File: src/rtl/ins_fetch.sv
// Instruction fetch stage: 16 x 16 program memory with a load port, zero-latency
// fetch at pc_in, and the LOAD / RUN / HALT sequencer for the core.
module ins_fetch #(
  parameter int ADDR_W = 4,
  parameter int INS_W  = 16,
  parameter int DEPTH  = 16
) (
  input  logic              clk,
  input  logic              rst_n,
  input  logic [ADDR_W-1:0] pc_in,
  input  logic              prog_we,
  input  logic [ADDR_W-1:0] prog_addr,
  input  logic [INS_W-1:0]  prog_data,
  input  logic              prog_done,
  input  logic              restart,
  output logic [INS_W-1:0]  INS,
  output logic              ins_valid,
  output logic              set_pc,
  output logic              halted,
  output logic [7:0]        instr_count
);

  typedef enum logic [1:0] {
    LOAD = 2'b00,
    RUN  = 2'b01,
    HALT = 2'b10
  } state_t;

  localparam logic [3:0] OP_HALT = 4'hF;

  state_t             state;
  state_t             state_nxt;
  logic [INS_W-1:0]   mem [DEPTH];
  logic [INS_W-1:0]   rd_data;
  logic [3:0]         opcode;

  assign rd_data = mem[pc_in];
  assign opcode  = rd_data[11:8];

  // restart wins over halt detection; the unused encoding falls back to LOAD
  function automatic state_t next_state(input state_t s, input logic done,
                                        input logic rs, input logic [3:0] op);
    case (s)
      LOAD:    return done ? RUN : LOAD;
      RUN:     return rs ? LOAD : ((op == OP_HALT) ? HALT : RUN);
      HALT:    return rs ? LOAD : HALT;
      default: return LOAD;
    endcase
  endfunction

  assign state_nxt = next_state(state, prog_done, restart, opcode);

  // Status flags are registered alongside the state so they mirror it exactly
  always_ff @(posedge clk or negedge rst_n) begin
    if (!rst_n) begin
      state     <= LOAD;
      set_pc    <= 1'b1;
      ins_valid <= 1'b0;
      halted    <= 1'b0;
    end else begin
      state     <= state_nxt;
      set_pc    <= (state_nxt != RUN);
      ins_valid <= (state_nxt == RUN);
      halted    <= (state_nxt == HALT);
    end
  end

  always_ff @(posedge clk or negedge rst_n) begin
    if (!rst_n) begin
      for (int i = 0; i < DEPTH; i++) mem[i] <= '0;
    end else if (state == LOAD && prog_we) begin
      mem[prog_addr] <= prog_data;
    end
  end

  // Count survives HALT and LOAD so software can read it after a halt
  always_ff @(posedge clk or negedge rst_n) begin
    if (!rst_n) begin
      instr_count <= 8'd0;
    end else if (state == LOAD && prog_done) begin
      instr_count <= 8'd0;
    end else if (state == RUN && !restart && instr_count != 8'hFF) begin
      instr_count <= instr_count + 8'd1;
    end
  end

  assign INS = (state == RUN) ? rd_data : '0;

endmodule

File: config.mk
export PLATFORM = sky130hd
export DESIGN_NAME = ins_fetch
export DESIGN_NICKNAME = d
export VERILOG_FILES = /design/src/rtl/ins_fetch.sv
export SDC_FILE = /design/constraint.sdc
export NUM_CORES = 1
export LEC_CHECK = 0
export BUFFER_PORTS_ARGS = -buffer_cell sky130_fd_sc_hd__buf_4
export CAP_MARGIN = 20
export CELL_PAD_IN_SITES_DETAIL_PLACEMENT = 0
export CELL_PAD_IN_SITES_GLOBAL_PLACEMENT = 1
export CORE_AREA = 5 5 159 161
export CTS_CLUSTER_SIZE = 40
export DETAILED_ROUTE_END_ITERATION = 10
export DIE_AREA = 0 0 164 166
export PLACE_DENSITY = 0.9
export SYNTH_ARGS = -nofsm -noshare
export SYNTH_HDL_FRONTEND = slang
export SYNTH_SLANG_ARGS = --single-unit
File: constraint.sdc
create_clock -name clk -period 2.9 [get_ports clk]
set_input_delay 0.435 -clock clk [delete_from_list [all_inputs] [get_ports clk]]
set_output_delay 0.435 -clock clk [all_outputs]
set_load 0.02 [all_outputs]
Word level (Yosys, flattened, before mapping)
Index checks and enable logic that the tools add are counted.
{"block": "word_totals", "output_inout_bits": 27, "inputBits": 29, "regBits": 269, "elab_cells": 56}
{"block": "classes", "n_bitwise": 2, "n_eq_ne": 7, "n_reduce_logical": 8, "n_lt_le_gt_ge": 3, "n_mux": 14, "add_sub_neg": 1}
{"cell": "256-bit bitwise mux", "count": 1}
{"cell": "16-bit binary-select mux with 4-bit select", "count": 1}
{"cell": "16-bit demux with 4-bit select", "count": 1}
{"cell": "16-bit 2-to-1 mux", "count": 4}
{"cell": "8-bit 2-to-1 mux", "count": 2}
{"cell": "5-bit greater-or-equal comparator, second input constant", "count": 2}
{"cell": "4-bit inverter with 5-bit output", "count": 2}
{"cell": "8-bit by 1-bit adder with 8-bit output, second input constant", "count": 1}
{"cell": "8-bit inequality test, second input constant", "count": 1}
{"cell": "2-bit 2-to-1 mux", "count": 3}
{"cell": "2-bit one-hot mux with 3 select lines", "count": 1}
{"cell": "1-bit logical AND", "count": 5}
{"cell": "5-bit by 1-bit < comparator with 1-bit output, second input constant", "count": 1}
{"cell": "2-bit by 1-bit == test with 1-bit output, second input constant", "count": 2}
{"cell": "2-bit == test, second input constant", "count": 2}
{"cell": "4-bit == test, second input constant", "count": 1}
{"cell": "2-bit logical NOT", "count": 1}
{"cell": "2-bit by 1-bit inequality test with 1-bit output, second input constant", "count": 1}
{"cell": "2-bit nonzero test", "count": 1}
{"cell": "1-bit logical NOT", "count": 1}
{"cell": "1-bit 2-to-1 mux", "count": 1}

Logic depth before layout (Yosys ltp)
{"block": "logic_depth", "depth_word": 9, "mapped_depth": 8, "ltp_nobuf": 6}

Least setup slack after synthesis
No wires, ideal clock.
{"block": "synth_path", "path_kind": "in2out", "from": "input pc_in[1]", "to": "output INS[0]", "path_slack_ps": 426, "stages": 5, "path_buffers": 2, "arrival_time_ps": 2039, "t_required_ps": 2465, "cell_sequence": "clkbuf_1 > buf_1 > mux4_2 > mux4_2 > nor2b_1"}
{"block": "synth_via", "elab_chain_len": 5}
{"element": "start: declaration", "line_no": "10", "text": "input logic [ADDR_W-1:0] pc_in,"}
{"element": "4-bit inverter with 5-bit output (implied by the code)", "line_no": "37", "text": "assign rd_data = mem[pc_in];"}
{"element": "16-bit binary-select mux with 4-bit select", "line_no": "37"}
{"element": "16-bit 2-to-1 mux (implied by the code) (2 in series)", "line_no": "37"}
{"element": "16-bit 2-to-1 mux", "line_no": "87", "text": "assign INS = (state == RUN) ? rd_data : '0;"}
{"element": "end: declaration", "line_no": "16", "text": "output logic [INS_W-1:0] INS,"}
No other way between the ends. The select of a mux whose other input is x is not followed.

Worst setup path in the final report
{"block": "layout_path", "from": "register state[1]", "to": "output INS[9]"}
{"block": "layout_via", "elab_chain_len": 2}
{"element": "start: declaration", "line_no": "31", "text": "state_t state;"}
{"element": "start signal: assignment", "line_no": "61", "text": "state <= state_nxt;"}
{"element": "2-bit by 1-bit == test with 1-bit output", "line_no": "87"}
{"element": "16-bit 2-to-1 mux", "line_no": "87"}
No other way between the ends.

==> metrics.md <==
| Metric | Value |
|---|---|
| Outcome | finished, final reports clean |
| GRT Overall Usage | 0.208 |
| Standby leakage power | 6.39 nW |
| Instance count of the mapped netlist | just under 800 |
| Final antenna diode count | 0 |
| Sequential area share after synthesis | 0.546 |
| Maximum number of pins on one net before global-route repair | just under 90 |
| Final-layout setup total negative slack | 0 ps |
| Max IR drop VDD | 0.491 mV |
| Final clock period utilization by the worst path | 0.952 |
| Power density over cell area | 760 nW/µm² |
| Class of the most critical hold timing path | in -> reg |
| Placeable core region | approximately 24000 µm² |
| Pin slew with the least headroom to its limit | 818 ps |
| X dimension of the die | ~160 µm |
| Final hold vios | 0 |
| Violation count after the first detailed-route iteration | 507 |
| Library cell with the largest summed area after synthesis | sky130_fd_sc_hd__dfrtp_1 |
| Final worst hold slack | 226 ps |
| Die outline area | about 27000 µm² |
| Leading post-synthesis cells by cell area | sky130_fd_sc_hd__dfrtp_1 (54%), sky130_fd_sc_hd__mux2_2 (22%), sky130_fd_sc_hd__mux4_2 (13%) |
| Post-CTS Hold Fix Bufs | 1 |
| Site row count | 57 |
| Average wire per cell in the routed design | 23.2 µm |
| Worst clock skew | 23.7 ps |
| Die extent in y | between 150 and 200 µm |
| Total of fill cells in the finished design | 1812 |
| YS warnings | 0 |
| Count of input and output buffers | 55 |
| Clock latency on the worst-skew pair | around 560 ps |
| Total wirelength of the detailed-routed design | around 27000 µm |
| Clock sink count | approximately 270 |
| Highest Clock Rate | around 0.36 GHz |
| Buffer count from post-CTS setup fixing | 0 |
| CTS Root Buffer Type | sky130_fd_sc_hd__clkbuf_16 |
| Count of endpoints failing setup in the final report | 0 |
| Unrepaired setup endpoints after global routing | no |
| Layout cell share with drive strength beyond 1 | 0.544 |
| # nets final | about 860 |
| Data required time at the worst endpoint | between 2000 and 2500 ps |
| Number of top-level design ports | between 50 and 60 |
| Net count after synthesis | 800 |
| Worst setup slack after placement | 178 ps |
| Relative area change from synthesis to final layout | 15.3% |
| Count of maximum capacitance violations | 0 |
| Antenna Nets Post-Route | 0 |
| Detail Placement HPWL | 16300 µm |
| Cell variety after synth | 43 |
| Clk slew on worst S/H paths | roughly 60 ps |
| Via count | approximately 7000 |
| Count of final max-slew check failures | 0 |
| Classification of the worst setup path | reg -> out |
| Number of instances resized during post-cts repair | 0 |
| Clock tree from TritonCTS | built |
| Remaining global-route overflow | 0 |
| Maximum fanout count along the critical path | 10 |
| Post-route DRC violation count | 0 |
| Clock H-tree levels | 1 |
| Effective utilization at floorplan | 0.518 |
| Bufs on Longest Clock Path | 3 |
| Post-Syn Area per Cell | roughly 16 µm² |
| Router iterations before antenna repair | 4 |
| Total clock buffers created by CTS | 29 |
| Arr. time, crit path | around 2300 ps |
| Instance area at placement | 13200 µm² |
| Wire length of the first global-routing pass | 44100 µm |
| Number of antenna violations at the first check in global routing | 0 |
| Least setup slack across all paths after layout | ~140 ps |
| Time the worst path needs with I/O delays and setup | approximately 2800 ps |
| Post-synth top area share | 0.544 |
| Ratio of routed vias to standard cells | between 5 and 6 |
| Routability-driven placement congestion ratio | ~0.74 |
| Worst Setup Start Kind | flop |
| Kind of end point of the critical path | output pin |
| Worst relative slew slack | 0.454 |
| Mapped Area | 12300 µm² |
| Number of global-route vias before repair | about 7500 |
| Total of flip-flops plus latches after synthesis | approximately 270 |
| Layout Cell Area excl Fill | between 10000 and 15000 µm² |
## worst paths after layout
path	slack [ps]	start	depth (start not counted)	endpoint
worst max-delay path	140	state[1]	4	INS[9]
worst min-delay path	230	prog_data[5]	2	mem[245]
worst max register to register	470	state[1]	6	mem[177]
worst min register to register	490	mem[250]	1	mem[250]
max in group asynchronous	1570	rst_n	3	mem[82]
min in group asynchronous	380	rst_n	2	mem[53]
## synth_stat cells
library cell	count
sky130_fd_sc_hd__nor2b_1	17
sky130_fd_sc_hd__a21oi_1	3
sky130_fd_sc_hd__clkbuf_1	28
sky130_fd_sc_hd__or3_1	1
sky130_fd_sc_hd__a22oi_1	3
sky130_fd_sc_hd__dfrtp_1	268
sky130_fd_sc_hd__nor3b_1	1
sky130_fd_sc_hd__nand2_1	15
sky130_fd_sc_hd__inv_1	1
sky130_fd_sc_hd__mux4_1	3
sky130_fd_sc_hd__and4_1	1
sky130_fd_sc_hd__ha_1	1
sky130_fd_sc_hd__nor2_4	3
sky130_fd_sc_hd__nand3_1	4
sky130_fd_sc_hd__a221oi_1	2
sky130_fd_sc_hd__mux4_2	69
sky130_fd_sc_hd__o21ai_1	2
sky130_fd_sc_hd__buf_12	2
sky130_fd_sc_hd__nor3_2	1
sky130_fd_sc_hd__nor3b_2	1
sky130_fd_sc_hd__buf_2	15
sky130_fd_sc_hd__and2_1	2
sky130_fd_sc_hd__nand4b_1	1
sky130_fd_sc_hd__nand2b_1	3
sky130_fd_sc_hd__nor3_4	1
sky130_fd_sc_hd__nand4_1	3
sky130_fd_sc_hd__xnor2_1	1
sky130_fd_sc_hd__a31oi_1	2
sky130_fd_sc_hd__dfstp_2	1
sky130_fd_sc_hd__buf_4	4
sky130_fd_sc_hd__mux2i_1	9
sky130_fd_sc_hd__mux2_2	246
sky130_fd_sc_hd__a41o_1	2
sky130_fd_sc_hd__mux2_1	10
sky130_fd_sc_hd__a22oi_2	1
sky130_fd_sc_hd__nor2_1	20
sky130_fd_sc_hd__buf_6	4
sky130_fd_sc_hd__a31o_1	1
sky130_fd_sc_hd__buf_1	4
sky130_fd_sc_hd__xor2_1	6
sky130_fd_sc_hd__and3_1	5
sky130_fd_sc_hd__a221oi_2	2
sky130_fd_sc_hd__a311oi_2	1
## worst max-delay path, cell delays in order (launching register included)
cell	delay [ps]
sky130_fd_sc_hd__dfrtp_1	390
sky130_fd_sc_hd__nand2b_1	530
sky130_fd_sc_hd__buf_4	400
sky130_fd_sc_hd__nor2_1	260
sky130_fd_sc_hd__buf_4	200
## placed cells by master (no fill, tap or decap), types with 2 or more instances in the layout
cell type and instances:
sky130_fd_sc_hd__a21oi_1 3, sky130_fd_sc_hd__a221oi_1 2, sky130_fd_sc_hd__a221oi_2 2, sky130_fd_sc_hd__a22oi_1 3
sky130_fd_sc_hd__a31oi_1 2, sky130_fd_sc_hd__a41o_1 2, sky130_fd_sc_hd__and2_1 2, sky130_fd_sc_hd__and3_1 5
sky130_fd_sc_hd__buf_12 11, sky130_fd_sc_hd__buf_4 74, sky130_fd_sc_hd__clkbuf_1 4, sky130_fd_sc_hd__clkbuf_16 29
sky130_fd_sc_hd__clkbuf_8 12, sky130_fd_sc_hd__clkinv_2 7, sky130_fd_sc_hd__dfrtp_1 268, sky130_fd_sc_hd__mux2_1 10
sky130_fd_sc_hd__mux2_2 246, sky130_fd_sc_hd__mux2i_1 9, sky130_fd_sc_hd__mux4_1 3, sky130_fd_sc_hd__mux4_2 69
sky130_fd_sc_hd__nand2_1 15, sky130_fd_sc_hd__nand2b_1 3, sky130_fd_sc_hd__nand3_1 4, sky130_fd_sc_hd__nand4_1 3
sky130_fd_sc_hd__nor2_1 17, sky130_fd_sc_hd__nor2_2 3, sky130_fd_sc_hd__nor2_4 3, sky130_fd_sc_hd__nor2b_1 17
sky130_fd_sc_hd__nor3_4 2, sky130_fd_sc_hd__o21ai_1 2, sky130_fd_sc_hd__xor2_1 6
## metal layers
metal	wire length, µm	global-route usage	vias to the layer above
met1	12300	0.302	3764
li1	-	-	3013
met2	13200	0.332	142
met4	580	0.0514	0
met5	0	0	-
met3	1280	0.0345	45
## cell families (layout without fill, tap and decap cells)
family,Yosys count,count (layout),share of synthesized area
adder cells (fa/ha/maj),1,1,0.00101
buffers and inverters,58,142,0.0255
flip-flops,269,269,0.546
multiplexers,337,337,0.373
XOR/XNOR,7,7,0.00497
AND/OR/NAND/NOR,79,79,0.0359
AO/OA/AOI/OAI,19,19,0.0133
## per-stage QoR
step / utilization / cells / total power, mW
2_1_floorplan: - / 770 / 6.58
3_3_place_gp: 0.556 / 1123 / 7.09
3_5_place_dp: 0.556 / 1123 / 7.21
4_1_cts: 0.597 / 1178 / 10.9
5_1_grt: 0.597 / 1178 / 11.3
6_report: 0.597 / 1178 / 10.8
## area by class of cell
class                           count  area, µm²  share of cell area
Sequential cell                   269       6730               0.474
Multi-Input combinational cell    443       5300               0.373
Clock buffer                       45        906              0.0637
Timing Repair Buffer               87        801              0.0563
Tap cell                          324        405              0.0285
Clock inverter                      9       66.3             0.00467
Inverter                            1       3.75            0.000264
## state kept, by name (all words and copies together) (netlist names)
signal / count
mem: 256
instr_count: 8
state: 2
halted: 1
ins_valid: 1
set_pc: 1
## report_power, final
group          internal (mW)  total, mW  switching (mW)
Combinational           1.28       2.04           0.763
Clock                   2.15       3.65            1.49
Sequential              4.66       5.12           0.456
(Power assumes the default switching activity.)
